$ cat src/rtl/twiddle_gen_if.sv
// Request/twiddle bus for twiddle_gen: requests flow in, registered twiddles flow out.
interface twiddle_gen_if #(
  parameter int unsigned WIDTH = 8
);
  logic                    in_valid;
  logic                    in_sync;
  logic                    inverse;
  logic                    tw_valid;
  logic signed [WIDTH-1:0] tw_re;
  logic signed [WIDTH-1:0] tw_im;
  logic                    tw_last;

  modport master (
    output in_valid, in_sync, inverse,
    input  tw_valid, tw_re, tw_im, tw_last
  );

  modport slave (
    input  in_valid, in_sync, inverse,
    output tw_valid, tw_re, tw_im, tw_last
  );
endinterface

$ cat src/rtl/twiddle_gen.sv
// Radix-2^2 FFT twiddle generator: bit-reversed exponent sequencing, quarter-wave
// cosine table with sign folding, fixed two-cycle latency.
module twiddle_gen #(
  parameter int unsigned WIDTH = 8,
  parameter int unsigned N     = 64,
  parameter int unsigned STAGE = 0
) (
  input logic        clk,
  input logic        rst,
  twiddle_gen_if.slave bus
);

  localparam int unsigned L  = N >> (2 * STAGE);
  localparam int unsigned KW = $clog2(L);
  localparam int unsigned Q  = L / 4;
  localparam int unsigned AW = $clog2(Q + 1);
  localparam longint      S  = (64'sd1 <<< (WIDTH - 1)) - 64'sd1;

  if (N < 4 || N > 1024 || (N & (N - 1)) != 0) begin : g_bad_n
    $error("twiddle_gen: N must be a power of two in 4..1024");
  end
  if (L < 4) begin : g_bad_l
    $error("twiddle_gen: subframe length N/4^STAGE must be at least 4");
  end

  // round(S*cos(2*pi*i/L)) via Q30 fixed-point Taylor series, evaluated at elaboration
  function automatic longint cos_q(input int unsigned i);
    longint x;
    longint x2;
    longint term;
    longint sum;
    x    = (64'sd6746518852 * longint'(i)) / longint'(L);
    x2   = (x * x) >>> 30;
    term = 64'sd1 <<< 30;
    sum  = term;
    for (int n = 1; n <= 10; n++) begin
      term = -((term * x2) >>> 30) / longint'((2 * n - 1) * (2 * n));
      sum  = sum + term;
    end
    return (S * sum + (64'sd1 <<< 29)) >>> 30;
  endfunction

  logic signed [WIDTH-1:0] ctab [Q+1];

  for (genvar g = 0; g <= int'(Q); g++) begin : g_tab
    localparam longint CV = cos_q(g);
    assign ctab[g] = WIDTH'(CV);
  end

  logic [KW-1:0] k_q;
  logic [KW-1:0] k_cur;
  logic [KW-1:0] m_c;
  logic [KW-1:0] e_c;
  logic [KW-1:0] d_c;
  logic [1:0]    reg_c;
  logic          last_c;

  // Sample index and bit-reversed exponent for the request in this cycle
  always_comb begin : idx_comb
    e_c   = '0;
    k_cur = bus.in_sync ? '0 : k_q;
    m_c   = k_cur & KW'(Q - 1);
    unique case (k_cur[KW-1 -: 2])
      2'd0:    e_c = '0;
      2'd1:    e_c = m_c << 1;
      2'd2:    e_c = m_c;
      default: e_c = m_c + (m_c << 1);
    endcase
  end

  assign reg_c  = e_c[KW-1 -: 2];
  assign d_c    = e_c & KW'(Q - 1);
  assign last_c = (k_cur == KW'(L - 1));

  logic          s1_valid;
  logic          s1_inv;
  logic          s1_last;
  logic [1:0]    s1_reg;
  logic [KW-1:0] s1_d;

  // Counter and stage 1
  always_ff @(posedge clk) begin : stage1
    if (rst) begin
      k_q      <= '0;
      s1_valid <= 1'b0;
      s1_inv   <= 1'b0;
      s1_last  <= 1'b0;
      s1_reg   <= '0;
      s1_d     <= '0;
    end else begin
      s1_valid <= bus.in_valid;
      if (bus.in_valid) begin
        k_q     <= k_cur + KW'(1);
        s1_inv  <= bus.inverse;
        s1_last <= last_c;
        s1_reg  <= reg_c;
        s1_d    <= d_c;
      end
    end
  end

  logic [AW-1:0]           idx_a;
  logic [AW-1:0]           idx_b;
  logic signed [WIDTH-1:0] ca;
  logic signed [WIDTH-1:0] cb;
  logic signed [WIDTH-1:0] re_c;
  logic signed [WIDTH-1:0] im_c;

  assign idx_a = AW'(s1_d);
  assign idx_b = AW'(KW'(Q) - s1_d);
  assign ca    = ctab[idx_a];
  assign cb    = ctab[idx_b];

  // Fold the quarter-wave table into the three used octant pairs; conjugate on inverse
  always_comb begin : fold_comb
    re_c = '0;
    im_c = '0;
    unique case (s1_reg)
      2'd0: begin
        re_c = ca;
        im_c = -cb;
      end
      2'd1: begin
        re_c = -cb;
        im_c = -ca;
      end
      default: begin
        re_c = -ca;
        im_c = cb;
      end
    endcase
    if (s1_inv) begin
      im_c = -im_c;
    end
  end

  // Stage 2 output registers hold their value across gaps
  always_ff @(posedge clk) begin : stage2
    if (rst) begin
      bus.tw_valid <= 1'b0;
      bus.tw_re    <= '0;
      bus.tw_im    <= '0;
      bus.tw_last  <= 1'b0;
    end else begin
      bus.tw_valid <= s1_valid;
      if (s1_valid) begin
        bus.tw_re   <= re_c;
        bus.tw_im   <= im_c;
        bus.tw_last <= s1_last;
      end
    end
  end

endmodule

$ cat src/flat_wrapper.sv
// flat-port wrapper written by rule: the top's interface ports become plain ports
module twiddle_gen_flat 
#(
  parameter int unsigned WIDTH = 8,
  parameter int unsigned N     = 64,
  parameter int unsigned STAGE = 0
)
  (clk, rst, bus_in_valid, bus_in_sync, bus_inverse, bus_tw_valid, bus_tw_re, bus_tw_im, bus_tw_last);
  twiddle_gen_if #(.WIDTH(WIDTH)) bus_i ();
  input logic clk;
  input logic rst;
  input wire logic [$bits(bus_i.in_valid)-1:0] bus_in_valid;
  input wire logic [$bits(bus_i.in_sync)-1:0] bus_in_sync;
  input wire logic [$bits(bus_i.inverse)-1:0] bus_inverse;
  output wire logic [$bits(bus_i.tw_valid)-1:0] bus_tw_valid;
  output wire logic [$bits(bus_i.tw_re)-1:0] bus_tw_re;
  output wire logic [$bits(bus_i.tw_im)-1:0] bus_tw_im;
  output wire logic [$bits(bus_i.tw_last)-1:0] bus_tw_last;
  assign bus_i.in_valid = bus_in_valid;
  assign bus_i.in_sync = bus_in_sync;
  assign bus_i.inverse = bus_inverse;
  assign bus_tw_valid = bus_i.tw_valid;
  assign bus_tw_re = bus_i.tw_re;
  assign bus_tw_im = bus_i.tw_im;
  assign bus_tw_last = bus_i.tw_last;
  twiddle_gen #(.WIDTH(WIDTH), .N(N), .STAGE(STAGE)) u_core (.clk(clk), .rst(rst), .bus(bus_i));
endmodule
$ cat config.mk
export PLATFORM = sky130hd
export DESIGN_NAME = twiddle_gen_flat
export DESIGN_NICKNAME = d
export VERILOG_FILES = /design/src/rtl/twiddle_gen_if.sv /design/src/rtl/twiddle_gen.sv /design/src/flat_wrapper.sv
export SDC_FILE = /design/constraint.sdc
export NUM_CORES = 1
export LEC_CHECK = 0
export ABC_AREA = 1
export CORE_MARGIN = 2
export CORE_UTILIZATION = 59
export DETAILED_ROUTE_END_ITERATION = 10
export GPL_TIMING_DRIVEN = 0
export PLACE_DENSITY = 0.92
export SLEW_MARGIN = 20
export SYNTH_ARGS = -nofsm -noshare
export SYNTH_HDL_FRONTEND = slang
export SYNTH_SLANG_ARGS = --single-unit
export TNS_END_PERCENT = 50
$ cat constraint.sdc
create_clock -name clk -period 3.55 [get_ports clk]
set_input_delay 0.71 -clock clk [delete_from_list [all_inputs] [get_ports clk]]
set_output_delay 0.71 -clock clk [all_outputs]
set_load 0.005 [all_outputs]
-- Word level (Yosys, flattened, before mapping)
Memories as Yosys holds them, arrays and structs flattened.
Index checks and enable logic that the tools add are counted.
- bits in registers: 33
- memories kept: 2
- word-level logic and storage cells: 37
- output and inout bits: 18
- bits of input ports: 5
- ROM bits: 512
- reduce and logical (&&, ||, !) cells: 2
- bitwise operators: 2
- magnitude comparators: 2
- eq/ne operators: 4
- add/subtract/negate cells: 6
- multiplexer cells: 9
- memories (name ; words ; width ; rd ports ; clocked after memory_dff ; write ports ; RTL line ; source):
    (name not given) ; 32 ; 8 ; 1 ; 0 ; 0 ; twiddle_gen.sv:112 ; assign cb = ctab[idx_b];
    (name not given) ; 32 ; 8 ; 1 ; 0 ; 0 ; twiddle_gen.sv:111 ; assign ca = ctab[idx_a];
- operators by type and width (cell ; number):
    two-way mux 8 bit ; 5
    case mux 8 bit (2 select lines) ; 2
    negation 8 bit ; 3
    case mux 6 bit (3 select lines) ; 1
    >= comparator 6 bit (second input constant) ; 2
    adder 4 x 5 -> 6 bit ; 1
    adder 6 x 1 -> 6 bit (second input constant) ; 1
    == test 6 bit (second input constant) ; 1
    two-way mux 6 bit ; 1
    NOT 4 -> 6 bit ; 1
    NOT 5 -> 6 bit ; 1
    subtractor 5 x 4 -> 5 bit (first input constant) ; 1
    == test 2 x 1 -> 1 bit (second input constant) ; 2
    zero test 2 bit ; 2
    == test 2 bit (second input constant) ; 1

-- Depth between registers and ports, before layout
- word-level depth: 9
- depth in mapped cells: 25
- depth with buffers taken out: 25

-- Worst setup path before layout
No wires, ideal clock.
- kind: reg2reg
- from: register u_core.s1_d[0]
- to: register u_core.bus.tw_im[6]
- arrival: 2.901 ns
- slack: 0.541 ns
- library setup time: 0.109 ns
- stages on the path, launching flop included: 23
- path buffers: 0
- data required time: 3.441 ns
- clock period less this slack: 3.009 ns
- path through: dfxtp_1 -> inv_1 -> ha_1 -> inv_2 -> nand2_1 -> nand2_2 -> nand2_1 -> nand2_2 -> nor2_4 -> nor2_4 -> inv_1 -> ha_1 -> a22o_1 -> o21bai_1 -> inv_1 -> ha_1 -> nand3_1 -> o21ai_2 -> nand2_1 -> nand2_1 -> nand3_1 -> nand2_1 -> inv_1
- cells in the longest elaborated chain, start to end: 9
- elaborated cells between the ends (all ways): 14
- those cells by class: 4 x add/sub; 6 x mux; 2 x bitwise; 2 x memory
- ends and longest elaborated chain (item ; RTL line ; source):
    start, declared ; twiddle_gen.sv:79 ; logic [KW-1:0] s1_d;
    start signal, assigned ; twiddle_gen.sv:89 ; s1_d <= '0;
    start signal, assigned ; twiddle_gen.sv:97 ; s1_d <= d_c;
    subtractor 5 x 4 -> 5 bit ; twiddle_gen.sv:110 ; assign idx_b = AW'(KW'(Q) - s1_d);
    NOT 5 -> 6 bit (implied by the code) ; twiddle_gen.sv:112 ;
    memory (32 x 8 bit) ; n/a ;
    two-way mux 8 bit (implied by the code) (2 in a row) ; twiddle_gen.sv:112 ;
    negation 8 bit ; twiddle_gen.sv:121 ; im_c = -cb;
    case mux 8 bit (2 select lines) * ; twiddle_gen.sv:118 ; unique case (s1_reg)
    negation 8 bit ; twiddle_gen.sv:133 ; im_c = -im_c;
    two-way mux 8 bit * ; twiddle_gen.sv:132 ; if (s1_inv) begin
    end signal, assigned ; twiddle_gen.sv:148 ; bus.tw_im <= im_c;
    end, declared ; twiddle_gen_if.sv:20 ; output tw_valid, tw_re, tw_im, tw_last
Mark *: on every way between the ends. The rest lies on a longest branch, timed or not. The select of a mux whose other input is x is not followed.
A chain may end at the register's enable or synchronous reset.

-- Worst setup path in the final report
- from: register u_core.s1_d[1]
- to: register u_core.bus.tw_im[6]
Same word-level chain as after synthesis.

==> metrics <==
status completed; Setup Crit Path Kind flop to flop; Die ar. 5140 um^2; post-route ant nets 0; PD cells 331 nW/um^2; slowest stage cell, crit path dfxtp_4; xor and xnor area share after synthesis 0.0162; CP Launch Type flop; clk_skew 0.0159 ns; Pins Over Slew Limit 0; number of synthesized flops with an enable pin 0; Hold Path Class flop to flop; register area share after synthesis 0.244; post-place instance area 2980 um^2; Synth Instances 406; vias after detailed routing 2913; Reg-to-Reg End u_core.bus.tw_im[6]$_SDFFE_PP0P_; asr flop ratio synth 0; Post-Synth Simple-Gate Area 0.371; Vias/cell 5.93; post-layout instance area 3130 um^2; DR iter-0 viols 333; Max-Cap Viols 0; CP Launch Point u_core.s1_d[1]$_SDFFE_PP0P_; crit-path cells clkinvlp_4 > ha_2 > inv_2 > nand2_1 > nand2_2 > nand2_1 > nand2_2 > nor2_4 > nor2_4 > inv_1 > ha_1 > a22o_1 > o21bai_1 > inv_1 > ha_1 > nand3_1 > o21ai_2 > nand2_1 > nand2_1 > nand3_1 > nand2_1 > inv_1; main combinational cell family by area after synthesis simple AND/OR/NAND/NOR gates; Worst-Skew Late Latency 0.30 ns; Row Count 24; Top Registers u_core.bus.tw_im: 8 flops, u_core.bus.tw_re: 8 flops, u_core.k_q: 6 flops; Clock Sink Count 33; worst rel slew slack 0.550; fmax 0.308 GHz; CP Capture Point u_core.bus.tw_im[6]$_SDFFE_PP0P_; CTS tree done; Syn. warnings 0; Crit path max-delay family simple AND/OR/NAND/NOR gates; DRC violations left 0; port bufs 21; Die Y 71.7 um; area share of the largest cell type after synthesis 0.244; pin count of the biggest net entering global routing 12; nets@finish 457; vias in the first global route 2692; total gr overflow 0; initial antenna violation count 0; ranking of synthesized cells by area dfxtp_1 (24%), nand2_1 (12%), nand3_1 (6.1%); final setup vio count 0; mapped cell area 2710 um^2; R2R setup slack 0.30 ns; Fill cells 348; Synth cell types 44; Crit. End Element flop; global-route wire length before repair 12100 um; Lkg Pwr 1.33 nW; root buffer cell clkbuf_8; Die X 71.7 um; Post-CTS Hold Fix Bufs 0; RR Startpoint u_core.s1_d[1]$_SDFFE_PP0P_; core footprint 4380 um^2; I/O Pins 23; Starting Density 0.617; multiplexer share of the synthesized area 0; GR Util All Layers 0.294; CTS Buf Count 5; fin crit period 3.25 ns; Clock transition at path regs 0.07 ns; Routed wire per std cell 14.4 um; layout cells sized above 1 0.175; Worst EP required 3.75 ns; Placer Congestion 0.977; WP buf/inv 5; syn nets 425; maximum fanout along the worst path 8; VDD IR-drop max 272 uV; CP dominant cell by count nand2_1; Fin. Hold Viols 0; hold_ws 0.483 ns; # H-tree levels 2; final WL 7060 um; Syn Area/Cell 6.67 um^2; Crit. path cell count 22; max incr delay on CP 0.41 ns; crit path DAT 3.45 ns; TritonRoute pass-1 iters 5; Layout Area Growth over Synthesis 15.6%; clock buffer depth 2; Least-Margin Pin Slew 0.670 ns; Yosys reg bits 33; part of the cycle the worst path needs 0.915; hpwl dp 5050 um; Post-synth top flop dfxtp_1; Adder-Cell Fraction of Synth Area 0.0675; post-synth top area cell dfxtp_1; antenna cells 0; R2R cell count 22; compound-gate portion of the synthesized area 0.200
## final cells by class
cell class / count / area [um^2] / share of cell area
inverter: 50 / 198 / 0.0632
multi-input combinational: 309 / 1790 / 0.571
clock buffer: 5 / 68.8 / 0.0220
timing repair buffer: 25 / 240 / 0.0768
tap: 52 / 65.1 / 0.0208
buffer: 14 / 85.1 / 0.0272
sequential: 33 / 668 / 0.214
clock inverter: 3 / 17.5 / 0.00560
## report_power, final
| part | internal [mW] | switching, mW | total [mW] |
|---|---|---|---|
| clock network | 0.135 | 0.153 | 0.289 |
| logic | 0.131 | 0.214 | 0.345 |
| registers | 0.389 | 0.0119 | 0.401 |
| total | 0.655 | 0.379 | 1.03 |
## timing repair
action,4_1_cts,5_1_grt
setup endpoints to repair,0,4
buffers inserted,0,4
resized for setup,0,8
## kinds of logic (layout without fill, tap and decap cells)
| kind of cell | count (synthesis) | after routing |
|---|---|---|
| AND/OR/NAND/NOR | 200 | 200 |
| AO/OA/AOI/OAI | 90 | 90 |
| buffers and inverters | 64 | 97 |
| flip-flops | 33 | 33 |
| adder cells (fa/ha/maj) | 14 | 14 |
| XOR/XNOR | 5 | 5 |
## cells in the mapped netlist (all sizes together) (2+ instances only)
cell / n
nor3: 4
buf: 5
xor2: 4
dfxtp: 33
nand2: 112
o21ai: 41
ha: 13
nor2: 41
a221oi: 3
a31oi: 7
clkbuf: 9
nand3: 38
a211oi: 2
a21oi: 27
o211ai: 2
a22oi: 2
inv: 49
nand3b: 2
## tightest hold or removal path: stages (launching register included)
cell     delay, ns
dfxtp_1       0.32
nand2_1       0.06
a21oi_1       0.06
## worst min-delay path by stage
stage               cells past startpoint                                to  slack [ns]                              from
finish                                  2  u_core.bus.tw_im[1]$_SDFFE_PP0P_        0.48  u_core.bus.tw_im[1]$_SDFFE_PP0P_
floorplan                               2       u_core.s1_d[0]$_SDFFE_PP0P_        0.44        u_core.k_q[5]$_SDFFE_PP0P_
global route                            2  u_core.bus.tw_im[1]$_SDFFE_PP0P_        0.50  u_core.bus.tw_im[1]$_SDFFE_PP0P_
detailed placement                      2       u_core.s1_d[0]$_SDFFE_PP0P_        0.46        u_core.k_q[5]$_SDFFE_PP0P_
CTS                                     2  u_core.bus.tw_im[1]$_SDFFE_PP0P_        0.49  u_core.bus.tw_im[1]$_SDFFE_PP0P_
global placement                        2       u_core.s1_d[0]$_SDFFE_PP0P_        0.46        u_core.k_q[5]$_SDFFE_PP0P_
## layout by cell type (no fill, tap or decap), drive strengths merged, types with 2 or more instances in the layout
master         count
buf                9
nand3b             2
o21ai             41
a22oi              2
xor2               4
nand3             38
clkinvlp           3
clkdlybuf4s50     21
a221oi             3
ha                13
clkbuf            14
a21oi             27
dfxtp             33
nor2              41
a211oi             2
o211ai             2
inv               47
nand2            112
clkinv             3
nor3               4
a31oi              7
## through the flow
step / setup WS (ns) / cells / utilization / power [mW] / setup TNS [ns]
floorplan: 0.541 / 406 / - / 0.651 / 0
global placement: 0.177 / 479 / 0.680 / 0.730 / 0
detailed placement: 0.107 / 479 / 0.680 / 0.738 / 0
CTS: 0.0868 / 487 / 0.700 / 1.02 / 0
global route: -0.00605 / 491 / 0.713 / 1.09 / -0.00605
finish: 0.301 / 491 / 0.713 / 1.03 / 0
## layer usage
metal	global-route usage	vias to the layer above	part of all wire
li1	-	1400	-
met1	0.395	1350	0.42
met2	0.470	147	0.47
met3	0.0619	16	0.085
met4	0.101	0	0.020
met5	0	-	0
Note: power is estimated with default switching activity, not from simulation.
